## src/rtl/sync_fifo_flags.sv

```systemverilog
// sync_fifo_flags: single-clock FIFO with arbitrary depth, standard/FWFT read, fill flags, flush
module sync_fifo_flags #(
  parameter int FIFO_WIDTH = 8,
  parameter int FIFO_DEPTH = 12,
  parameter int FWFT_MODE  = 0,
  parameter int AF_THRESH  = 10,
  parameter int AE_THRESH  = 2
) (
  input  logic                               clk,
  input  logic                               rst_n,
  input  logic [FIFO_WIDTH-1:0]              data_in,
  input  logic                               wr_en,
  input  logic                               rd_en,
  input  logic                               flush,
  output logic [FIFO_WIDTH-1:0]              data_out,
  output logic                               full,
  output logic                               empty,
  output logic                               almost_full,
  output logic                               almost_empty,
  output logic [$clog2(FIFO_DEPTH):0]        count,
  output logic                               overflow,
  output logic                               underflow
);
  localparam int ADDR_SIZE = $clog2(FIFO_DEPTH);
  localparam logic [ADDR_SIZE-1:0] LAST    = ADDR_SIZE'(FIFO_DEPTH - 1);
  localparam logic [ADDR_SIZE:0]   DEPTH_C = (ADDR_SIZE + 1)'(FIFO_DEPTH);
  localparam logic [ADDR_SIZE:0]   AF_C    = (ADDR_SIZE + 1)'(AF_THRESH);
  localparam logic [ADDR_SIZE:0]   AE_C    = (ADDR_SIZE + 1)'(AE_THRESH);
  logic [FIFO_WIDTH-1:0] mem [FIFO_DEPTH];
  logic [ADDR_SIZE-1:0]  wr_ptr, rd_ptr, wr_nxt, rd_nxt;
  logic [ADDR_SIZE:0]    cnt_nxt;
  logic                  rd_acc, wr_acc;
  assign full         = count == DEPTH_C;
  assign empty        = count == '0;
  assign almost_full  = count >= AF_C;
  assign almost_empty = count <= AE_C;
  assign rd_acc       = rd_en && !empty;
  assign wr_acc       = wr_en && (!full || rd_acc);
  // Pointer wrap at the physical depth and fill-count update
  always_comb begin
    wr_nxt  = (wr_ptr == LAST) ? '0 : wr_ptr + 1'b1;
    rd_nxt  = (rd_ptr == LAST) ? '0 : rd_ptr + 1'b1;
    cnt_nxt = (wr_acc && !rd_acc) ? count + 1'b1 :
              (rd_acc && !wr_acc) ? count - 1'b1 : count;
  end
  // Pointers, count and rejected-request pulses; flush clears state and masks pulses
  always_ff @(posedge clk or negedge rst_n) begin
    if (!rst_n) begin
      wr_ptr    <= '0;
      rd_ptr    <= '0;
      count     <= '0;
      overflow  <= 1'b0;
      underflow <= 1'b0;
    end else if (flush) begin
      wr_ptr    <= '0;
      rd_ptr    <= '0;
      count     <= '0;
      overflow  <= 1'b0;
      underflow <= 1'b0;
    end else begin
      if (wr_acc) wr_ptr <= wr_nxt;
      if (rd_acc) rd_ptr <= rd_nxt;
      count     <= cnt_nxt;
      overflow  <= wr_en && !wr_acc;
      underflow <= rd_en && !rd_acc;
    end
  end
  // Storage array; not reset
  always_ff @(posedge clk) begin
    if (wr_acc && !flush) mem[wr_ptr] <= data_in;
  end
  generate
    if (FWFT_MODE != 0) begin : g_fwft
      assign data_out = mem[rd_ptr];
    end else begin : g_std
      logic [FIFO_WIDTH-1:0] dout_q;
      // Registered read; holds last value when no read is accepted
      always_ff @(posedge clk or negedge rst_n) begin
        if (!rst_n) dout_q <= '0;
        else if (rd_acc && !flush) dout_q <= mem[rd_ptr];
      end
      assign data_out = dout_q;
    end
  endgenerate
endmodule

```

## config.mk

```make
export PLATFORM = sky130hd
export DESIGN_NAME = sync_fifo_flags
export DESIGN_NICKNAME = d
export VERILOG_FILES = /design/src/rtl/sync_fifo_flags.sv
export SDC_FILE = /design/constraint.sdc
export NUM_CORES = 1
export LEC_CHECK = 0
export CORE_MARGIN = 2
export CORE_UTILIZATION = 55
export DETAILED_ROUTE_END_ITERATION = 10
export PLACE_DENSITY = 0.86
export SLEW_MARGIN = 20
export SYNTH_ARGS = -nofsm -noshare
export SYNTH_HDL_FRONTEND = slang
export SYNTH_SLANG_ARGS = --single-unit
export TNS_END_PERCENT = 50
```

## constraint.sdc

```tcl
create_clock -name clk -period 4.1 [get_ports clk]
set_clock_uncertainty 0.05 [all_clocks]
set_input_delay 0.41 -clock clk [delete_from_list [all_inputs] [get_ports clk]]
set_output_delay 0.41 -clock clk [all_outputs]
set_load 0.05 [all_outputs]
```

======== After elaboration in Yosys (flattened, before gate mapping) ========
Memories as Yosys holds them, arrays and structs flattened. A register that Yosys moved wholly into a read port is not among the register bits.
Index checks and enable logic that the tools add are counted.
storage, ports and cells
  bits in registers ....................... 15
  latch bits .............................. 0
  bits in writable memories ............... 96
  memory bits (read-only) ................. 0
  input port bits ......................... 13
  output and inout bits ................... 19
  word-level logic and storage cells ...... 47
  memories kept ........................... 1
operators by class
  $add $sub $neg .......................... 4
  multiply operators ...................... 0
  div/mod/pow operators ................... 0
  $lt $le $gt $ge ......................... 2
  equality and inequality tests ........... 3
  shift-type cells ........................ 0
  multiplexer cells ....................... 13
  bitwise gates (word level) .............. 0
  reductions and logical operators ........ 19
memory list
  memory  words  width  read ports  clocked after Yosys merged registers in  write ports  RTL line  text
  mem     12     8      1           1                                        1            29        logic [FIFO_WIDTH-1:0] mem [FIFO_DEPTH];
operator list
  operator                                                                           count
  4-bit two-way mux                                                                  6
  5-bit two-way mux                                                                  3
  4-bit by 1-bit adder with 4-bit output (second input constant)                     2
  4-bit equality test (second input constant)                                        2
  1-bit logical AND                                                                  8
  1-bit logical NOT                                                                  6
  5-bit by 1-bit adder with 5-bit output (second input constant)                     1
  5-bit by 4-bit equality test with 1-bit output (second input constant)             1
  5-bit by 4-bit >= comparator with 1-bit output (second input constant)             1
  5-bit by 2-bit less-or-equal comparator with 1-bit output (second input constant)  1
  5-bit logical NOT                                                                  1
  5-bit by 1-bit subtractor with 5-bit output (second input constant)                1
  1-bit two-way mux                                                                  4
  2-bit nonzero test                                                                 2
  3-bit nonzero test                                                                 1
  1-bit logical OR                                                                   1

======== Logic depth before layout (Yosys ltp) ========
Gate-level depths: netlist (run 1).
  word-level depth ........................ 10
  gate-level depth with buffers ........... 10
  depth with buffers taken out ............ 9

======== Worst setup path after synthesis (run 1) ========
OpenSTA, ideal clock, no wires.
  path type ............................... reg2out
  from .................................... register count[0]
  to ...................................... output port almost_empty
  arrival time ............................ 3.179 ns
  required time ........................... 3.640 ns
  slack ................................... 0.461 ns
  stages on the path, launching flop included .. 2
  buffers on the path ..................... 0
  path through ............................ dfrtp_1 -> a2111oi_0
between the ends
  word-level cells in the longest chain between the ends .. 1
ends and longest elaborated chain
  item                                                       RTL line  text
  from (decl)                                                20        output logic [$clog2(FIFO_DEPTH):0] count,
  from (signal assigned)                                     63        count <= cnt_nxt;
  5-bit by 2-bit less-or-equal comparator with 1-bit output  36        assign almost_empty = count <= AE_C;
  to (decl)                                                  19        output logic almost_empty,
No other way between the ends.

======== Worst setup path in the final report (run 1) ========
  from .................................... register count[1]
  to ...................................... register count[4]
between the ends
  word-level cells in the longest chain between the ends .. 8
  elaborated cells between the ends (all ways) .. 17
  those cells by class .................... 2 x add/sub; 1 x eq/ne; 3 x mux; 11 x reduce/logical
ends and longest elaborated chain
  item
  branches (longest 8 deep; another with 5-bit by 1-bit subtractor with 5-bit output)
Parallel ways; which one is timed is not known. The select of a mux whose other input is x is not followed.
A chain may end at the register's enable or synchronous reset.

==> results of run 1 <==
cells in the final DEF (no fill, tap or decap), types with 3 or more instances in the layout:
cell type,instances
nor2_1,9
o221ai_1,7
nor4b_1,4
mux4_2,17
buf_4,3
clkdlybuf4s50_1,30
inv_6,3
clkbuf_16,16
clkinv_4,4
ha_1,9
xnor2_1,4
edfxtp_1,96
inv_1,4
and2_1,12
o21ai_0,12
nand2_1,24
mux2i_1,23
a21oi_1,6
nor3_1,4
clkbuf_8,3
dfrtp_1,23
area by class of cell:
type                    instances  area, µm²
clock buffers                  19        442
fillers                       559       2770
flip-flops and latches        119       3460
inverters                       4       15.0
repair buffers                 35        338
clock inverters                13        146
multi-input cells             162       1460
well taps                     108        135
worst max-delay path: stages, from the launching register on:
cell and delay [ns]:
dfrtp_1 0.46, or3_4 0.45, o31ai_4 0.47, nand2_1 0.27, fa_1 0.48, a21o_1 0.21
a21o_1 0.20, or3_1 0.33, and3b_1 0.18, nor3_1 0.17
how the worst max path moves through the flow:
| stage | to | slack (ns) | cells after the start |
|---|---|---|---|
| after global routing | count[4] | 0.53 | 9 |
| after CTS | count[4] | 0.75 | 9 |
| after detailed placement | count[4] | 0.80 | 9 |
| final | count[4] | 0.74 | 9 |
| after global placement | count[4] | 0.93 | 9 |
| after floorplan | almost_empty | 0.46 | 1 |
metal layers:
metal	wire length (µm)	track usage, %	vias up
met5	0	0	-
met4	170	8.64	0
met3	565	4.92	14
met2	4690	32.5	137
met1	4030	29.5	1360
li1	-	-	1244
kinds of logic (layout without fill, tap and decap cells):
logic type               after synthesis  after routing  share of synthesized area (%)
multiplexers                          43             43                           13.0
buffers and inverters                 17             71                           1.68
adder cells (fa/ha/maj)               10             10                           2.65
AO/OA/AOI/OAI                         37             37                           5.45
flip-flops                           119            119                           69.2
AND/OR/NAND/NOR                       68             68                           7.38
XOR/XNOR                               4              4                          0.700
flip-flops by register name (all words and copies together) (netlist names):
name       flops
rd_ptr         4
wr_ptr         4
data_out       8
count          5
mem           96
underflow      1
overflow       1
through the flow:
stage	hold slack [ns]	setup WS [ns]	util, %
after floorplan	0.0644	0.461	-
after global placement	0.410	0.930	61.6
after detailed placement	0.419	0.802	61.6
after CTS	0.432	0.753	68.3
after global routing	0.418	0.525	68.4
final	0.353	0.742	68.4
report_power, final:
group / leakage, nW / switching, mW / total (mW) / internal (mW)
clock: 0.285 / 0.539 / 1.44 / 0.903
combinational: 0.595 / 0.609 / 1.02 / 0.412
sequential: 1.17 / 0.116 / 1.50 / 1.39
total: 2.05 / 1.26 / 3.97 / 2.70
cell usage after synthesis (2+ instances only):
| library cell | instances | area [µm²] |
|---|---|---|
| a21o_1 | 2 | 15.0 |
| a21oi_1 | 6 | 30.0 |
| a31oi_1 | 2 | 12.5 |
| and2_1 | 12 | 75.1 |
| buf_2 | 3 | 15.0 |
| buf_4 | 2 | 15.0 |
| clkbuf_1 | 6 | 22.5 |
| dfrtp_1 | 23 | 576 |
| edfxtp_1 | 96 | 2880 |
| ha_1 | 9 | 113 |
| inv_1 | 4 | 15.0 |
| mux2i_1 | 23 | 230 |
| mux4_2 | 17 | 383 |
| nand2_1 | 24 | 90.1 |
| nand2b_1 | 2 | 12.5 |
| nand3_1 | 2 | 10.0 |
| nor2_1 | 9 | 33.8 |
| nor3_1 | 4 | 20.0 |
| nor4b_1 | 4 | 35.0 |
| o21ai_0 | 12 | 60.1 |
| o221ai_1 | 7 | 61.3 |
| o31ai_4 | 2 | 42.5 |
| xnor2_1 | 4 | 35.0 |
==> metrics.txt, run 1 <==
Setup Crit Path Kind flip-flop to flip-flop; max-cap viol count 0; worst r2r src count[1]; Cell Area, Synth 0.00500 mm²; area grow syn2layout 19.8%; r2r setup slk 0.74 ns; Remaining DRCs 0; syn_nets 321; antenna cells 0; CTS buffer count 17; leakage 2.05 nW; f_max 298 MHz; Antenna Nets Post-Route 0; worst setup path startpoint count[1]; Placed Cells 427; FF-to-FF path depth 9; H-tree levels 4; port buffer count 31; HPWL Detailed 5.96 mm; period utilization 81.9%; Worst-Skew Late Latency 0.51 ns; wire length of the first global-routing pass 15.5 mm; die area 0.00987 mm²; TritonRoute pass-1 iters 4; Cell Pwr Density 662 mW/mm²; CP endpoint kind flip-flop; Setup violations, final 0; status completed; Final Power 3.97 mW; fin. max-slew vios 0; Clock Tree Buf Depth 2; worst path required time 4.47 ns; Row Count 34; startpoint types flip-flop; final hold viol count 0; Synth Register Bits 119; Post-DP Area 0.00540 mm²; fin cells 460; top_reg_cell synth edfxtp_1; Hold Crit Class input port to asynchronous set/reset pin; Max-slew headroom 37.6%; Mapped Avg Cell Area 16.8 µm²; Finished Cell Area 0.00599 mm²; total gr overflow 0; NumNets Final 362; Synth Instances 298; CTS tree built; DRT iter0 DRCs 219; largest net degree at the start of global routing 24; initial antenna violation count 0; Worst R2R End count[4]; Post-synth EDFFs 96; clock sink count 119; gr usage total 21.1%; hold buffer count at CTS 0; CTS clk-pin slew, worst paths 0.06 ns; Critical Path AT 3.73 ns; crit path max fanout 12; Setup TNS 0 ns; YS warnings 0; post-cts sizing count 0; fin crit period 3.36 ns; routed vias 2755; VDD IR-drop max 0.298 mV; Routed WL per cell 20.6 µm; die height 99.4 µm; # Post-CTS Setup Buffers 0; async set or reset register ratio after synthesis 19.3%; post-DR vias/cell 5.99; CTS root buffer clkbuf_8; GP Congestion 0.784; Top Ports 32; synth unique cells 46; Seq/Total Area, Yosys 69.2%; vias in the first global route 2813; unrepaired setup endpoints after global routing false; share of cells above drive strength 1 18.2%; core region area 0.00876 mm²; Die Span X 99.4 µm; Routed WL 9.46 mm; Starting Density 57.1%; Worst Tran Pin Value 0.936 ns
No activity file was read; power rests on OpenSTA's default activity.
==> run 2: changes to the inputs <==
- clock period: 4.1 -> 3.5 ns (I/O delays scaled with it)
==> metrics.txt, run 2 (synthesis gave the netlist of run 1 again) <==
status completed; hold buffer count at CTS 0; CTS tree built; post-cts sizing count 0; Routed WL 9.22 mm; vias in the first global route 2758; # Post-CTS Setup Buffers 0; clock sink count 119; met2 wire length 4.59 mm; gr usage total 20.7%; startpoint types flip-flop; slowest stage delay, CP 0.46 ns; area grow syn2layout 19.3%; die area 0.00987 mm²; Starting Density 57.1%; CTS buffer count 17; TritonRoute pass-1 iters 5; CTS clk-pin slew, worst paths 0.06 ns; leakage 2.03 nW; Remaining DRCs 0; unrepaired setup endpoints after global routing false; crit path max fanout 7; fillers 554; Antenna Nets Post-Route 0; P_int 3.05 mW; Worst R2R End count[4]; largest net degree at the start of global routing 24; Top Ports 32; register share of total power 38.7%; most frequent cells in the layout edfxtp_1 (96), clkdlybuf4s50_1 (30), nand2_1 (24), mux2i_1 (23), dfrtp_1 (23); routed vias 2698; wire length of the first global-routing pass 15.1 mm; initial antenna violation count 0; FF-to-FF path depth 9; Sw Ratio 32.4%; DRT iter0 DRCs 190; CP most frequent cell a21o_1; worst r2r src count[1]; Max-slew headroom 39.9%; GP Congestion 0.763; final hold viol count 0; crit-path cells or3_4 -> o31a_1 -> nand2_1 -> ha_1 -> a21o_1 -> a21o_1 -> or3_1 -> and3b_1 -> nor3_1; die height 99.4 µm; WP buf/inv 0; Setup TNS 0 ns; net switching power 1.46 mW; Clock Tree Buf Depth 2; max-cap viol count 0; Routed WL per cell 20.0 µm; met3 routed WL 576 µm; Row Count 34; Worst Tran Pin Value 0.902 ns; CTS root buffer clkbuf_8; Setup violations, final 0; WL met1 3.98 mm; Worst path slowest cell dfrtp_1; VDD IR-drop max 0.387 mV; r2r setup slk 0.54 ns; NumNets Final 364; Cell Pwr Density 757 mW/mm²; HPWL Detailed 5.97 mm; worst path required time 3.88 ns; max reg flops 96; fin cells 462; commonest non-fill, non-tap cell in the layout edfxtp_1; clock network power share 34.7%; fin. max-slew vios 0; fin crit period 2.96 ns; Critical Path AT 3.34 ns; f_max 338 MHz; share of cells above drive strength 1 18.4%; Largest Register mem; Placed Cells 429; period utilization 84.5%; post-DR vias/cell 5.84; Worst-Skew Late Latency 0.51 ns; Combinational Power Share 26.6%; antenna cells 0; total gr overflow 0; port buffer count 31; CP endpoint kind flip-flop; core region area 0.00876 mm²; Worst path top cell family by delay simple AND/OR/NAND/NOR gates; Die Span X 99.4 µm; top layer in use met4; Setup Crit Path Kind flip-flop to flip-flop; H-tree levels 4; final hold slack 0.303 ns; Hold Crit Class input port to asynchronous set/reset pin
==> run 2: per-stage QoR <==
stage	power, mW	instance area, µm²	utilization (%)	worst slack (ns)
finish	4.52	5960	68.1	0.544
global route	4.71	5960	68.1	0.369
CTS	4.55	5960	68.0	0.556
detailed placement	2.98	5420	61.8	0.336
global placement	2.95	5420	61.8	0.450
floorplan	2.63	5000	-	0.346
==> run 2: power by group through the flow <==
stage                     combinational [mW]  clock, mW  sequential, mW
after floorplan                        0.655          0            1.97
after global placement                  1.17          0            1.77
after detailed placement                1.20          0            1.78
after CTS                               1.21       1.59            1.75
after global routing                    1.29       1.65            1.77
final                                   1.20       1.57            1.75
==> run 2: worst max-delay path by stage <==
| stage | from | end | slack [ns] | cells after the start |
|---|---|---|---|---|
| after global placement | rd_en | count[4] | 0.45 | 9 |
| after floorplan | count[1] | count[4] | 0.35 | 10 |
| after global routing | count[1] | count[4] | 0.37 | 9 |
| final | count[1] | count[4] | 0.54 | 9 |
| after detailed placement | rd_en | count[4] | 0.34 | 9 |
| after CTS | count[1] | count[4] | 0.56 | 9 |
==> run 2: layer usage <==
metal	vias up	GRT usage, %
met4	0	6.95
li1	1249	-
met2	92	31.4
met3	7	5.48
met5	-	0
met1	1350	29.6
==> run 2: cell type report <==
cell class	instances	area [µm²]	area share, %
Clock buffer	17	414	6.94
Sequential cell	119	3460	58.0
Clock inverter	15	129	2.16
Tap cell	108	135	2.27
Timing Repair Buffer	37	353	5.92
Multi-Input combinational cell	162	1460	24.5
Inverter	4	15.0	0.252
==> run 2: worst reg2reg max path, stage by stage, from the launching register on <==
cell and delay (ns):
dfrtp_1 0.46, or3_4 0.45, o31a_1 0.38, nand2_1 0.22, ha_1 0.29, a21o_1 0.17, a21o_1 0.20, or3_1 0.33
and3b_1 0.17, nor3_1 0.15
==> run 3: changes to the inputs <==
- CORE_UTILIZATION: 55 -> 53
- clock period: 3.5 -> 2.4 ns (I/O delays scaled with it)
==> metrics.txt, run 3 (synthesis gave the netlist of run 1 again) <==
status complete, but fails checks; failing checks setup timing; Worst-Skew Late Latency 0.52 ns; most frequent cells in the layout edfxtp_1 (96), clkdlybuf4s50_1 (27), buf_4 (26), nand2_1 (23), mux2i_1 (23); Worst path slowest cell or3_4; CTS root buffer clkbuf_8; Die Span X 101 µm; period utilization 108%; Antenna Nets Post-Route 0; clock network power share 35.7%; Finished Cell Area 0.00634 mm²; wire length of the first global-routing pass 16.4 mm; final hold viol count 0; crit-path cells or3_4 -> o31ai_4 -> nand2_4 -> fa_2 -> a21o_1 -> a21o_1 -> or3_1 -> and3b_1 -> nor3_2; max-cap viol count 0; Clock Tree Buf Depth 2; DRT iter0 DRCs 230; Setup violations, final 1; initial antenna violation count 0; Final Power 7.00 mW; VDD IR-drop max 0.625 mV; slowest stage delay, CP 0.41 ns; Worst Tran Pin Value 0.634 ns; Starting Density 54.4%; largest net degree at the start of global routing 25; total gr overflow 0; Routed WL per cell 20.6 µm; f_max 384 MHz; H-tree levels 4; Setup Crit Path Kind flip-flop to flip-flop; # Post-CTS Setup Buffers 0; Max-slew headroom 57.8%; GP Congestion 0.817; Top Ports 32; fin cells 491; Worst path top cell family by delay simple AND/OR/NAND/NOR gates; net switching power 2.21 mW; max reg flops 96; core region area 0.00920 mm²; Combinational Power Share 28.9%; Placed Cells 459; top layer in use met4; P_int 4.79 mW; CTS buffer count 17; final hold slack 0.0334 ns; startpoint types flip-flop; Sw Ratio 31.6%; clock sink count 119; fin crit period 2.60 ns; vias in the first global route 2958; gr usage total 22.0%; area grow syn2layout 26.7%; CP endpoint kind flip-flop; met2 wire length 5.11 mm; CTS tree built; worst path required time 2.78 ns; TritonRoute pass-1 iters 4; Cell Pwr Density 1110 mW/mm²; CP most frequent cell a21o_1; Remaining DRCs 0; Critical Path AT 2.98 ns; crit path max fanout 3; hold buffer count at CTS 0; WP buf/inv 0; Post-DP Area 0.00574 mm²; leakage 2.22 nW; Routed WL 10.1 mm; die height 101 µm; NumNets Final 390; share of cells above drive strength 1 26.1%; fillers 542; Largest Register mem; Worst Slack Setup Final -0.201 ns; WL met1 4.30 mm; commonest non-fill, non-tap cell in the layout edfxtp_1; register share of total power 35.4%; Hold Crit Class input port to asynchronous set/reset pin; met3 routed WL 586 µm; die area 0.0102 mm²; post-DR vias/cell 5.87; antenna cells 0; Setup TNS -0.201 ns; unrepaired setup endpoints after global routing true; port buffer count 31; routed vias 2881; Row Count 35; CTS clk-pin slew, worst paths 0.06 ns; fin. max-slew vios 0; HPWL Detailed 6.48 mm
==> run 3: changes by cell type in the layout (fill, tap and decap cells not counted), moves of 2 or more <==
cell	before	now
clkinv_2	4	1
dfrtp_2	0	3
buf_12	0	9
clkdlybuf4s50_1	30	27
bufinv_16	1	3
buf_4	5	26
dfrtp_1	23	20
==> run 3: power by group through the flow <==
stage | clock (mW) | sequential [mW] | combinational (mW)
after floorplan | 0 | 2.88 | 0.963
after global placement | 0 | 2.51 | 1.95
after detailed placement | 0 | 2.52 | 2.00
after CTS | 2.54 | 2.48 | 2.03
after global routing | 2.63 | 2.50 | 2.16
final | 2.50 | 2.48 | 2.03
==> run 3: final cells by class <==
class	instances	area, µm²	area share [%]
sequential	119	3460	54.6
clock buffer	18	418	6.59
inverter	4	15.0	0.237
timing repair buffer	63	654	10.3
tap	111	139	2.19
clock inverter	14	174	2.74
multi-input combinational	162	1480	23.3
==> run 3: per-stage QoR <==
stage | setup WS [ns] | util [%]
2_1_floorplan | -0.541 | -
3_3_place_gp | -0.179 | 62.4
3_5_place_dp | -0.224 | 62.4
4_1_cts | -0.233 | 68.9
5_1_grt | -0.299 | 68.9
6_report | -0.201 | 68.9
==> run 3: metal layers <==
metal | up-vias | global-route usage (%)
li1 | 1303 | -
met1 | 1466 | 30.7
met2 | 100 | 33.8
met3 | 12 | 5.59
met4 | 0 | 8.73
met5 | - | 0
==> run 3: path summary, 6_finish.rpt <==
check	from	endpoint	slack, ns	depth (start not counted)
hold / removal	rst_n	underflow	0.03	2
setup / recovery	count[1]	count[4]	-0.20	9
min in group clk	rd_en	overflow	0.40	3
setup reg to reg	count[1]	count[4]	-0.20	9
max in group asynchronous	rst_n	count[0]	2.01	2
hold reg to reg	data_out[7]	data_out[7]	0.42	2
==> run 3: repair_timing <==
item / in CTS / in global routing
gates cloned: 0 / 0
pin swaps: 2 / 1
resized for setup: 1 / 2
endpoints found under the setup margin: 2 / 2
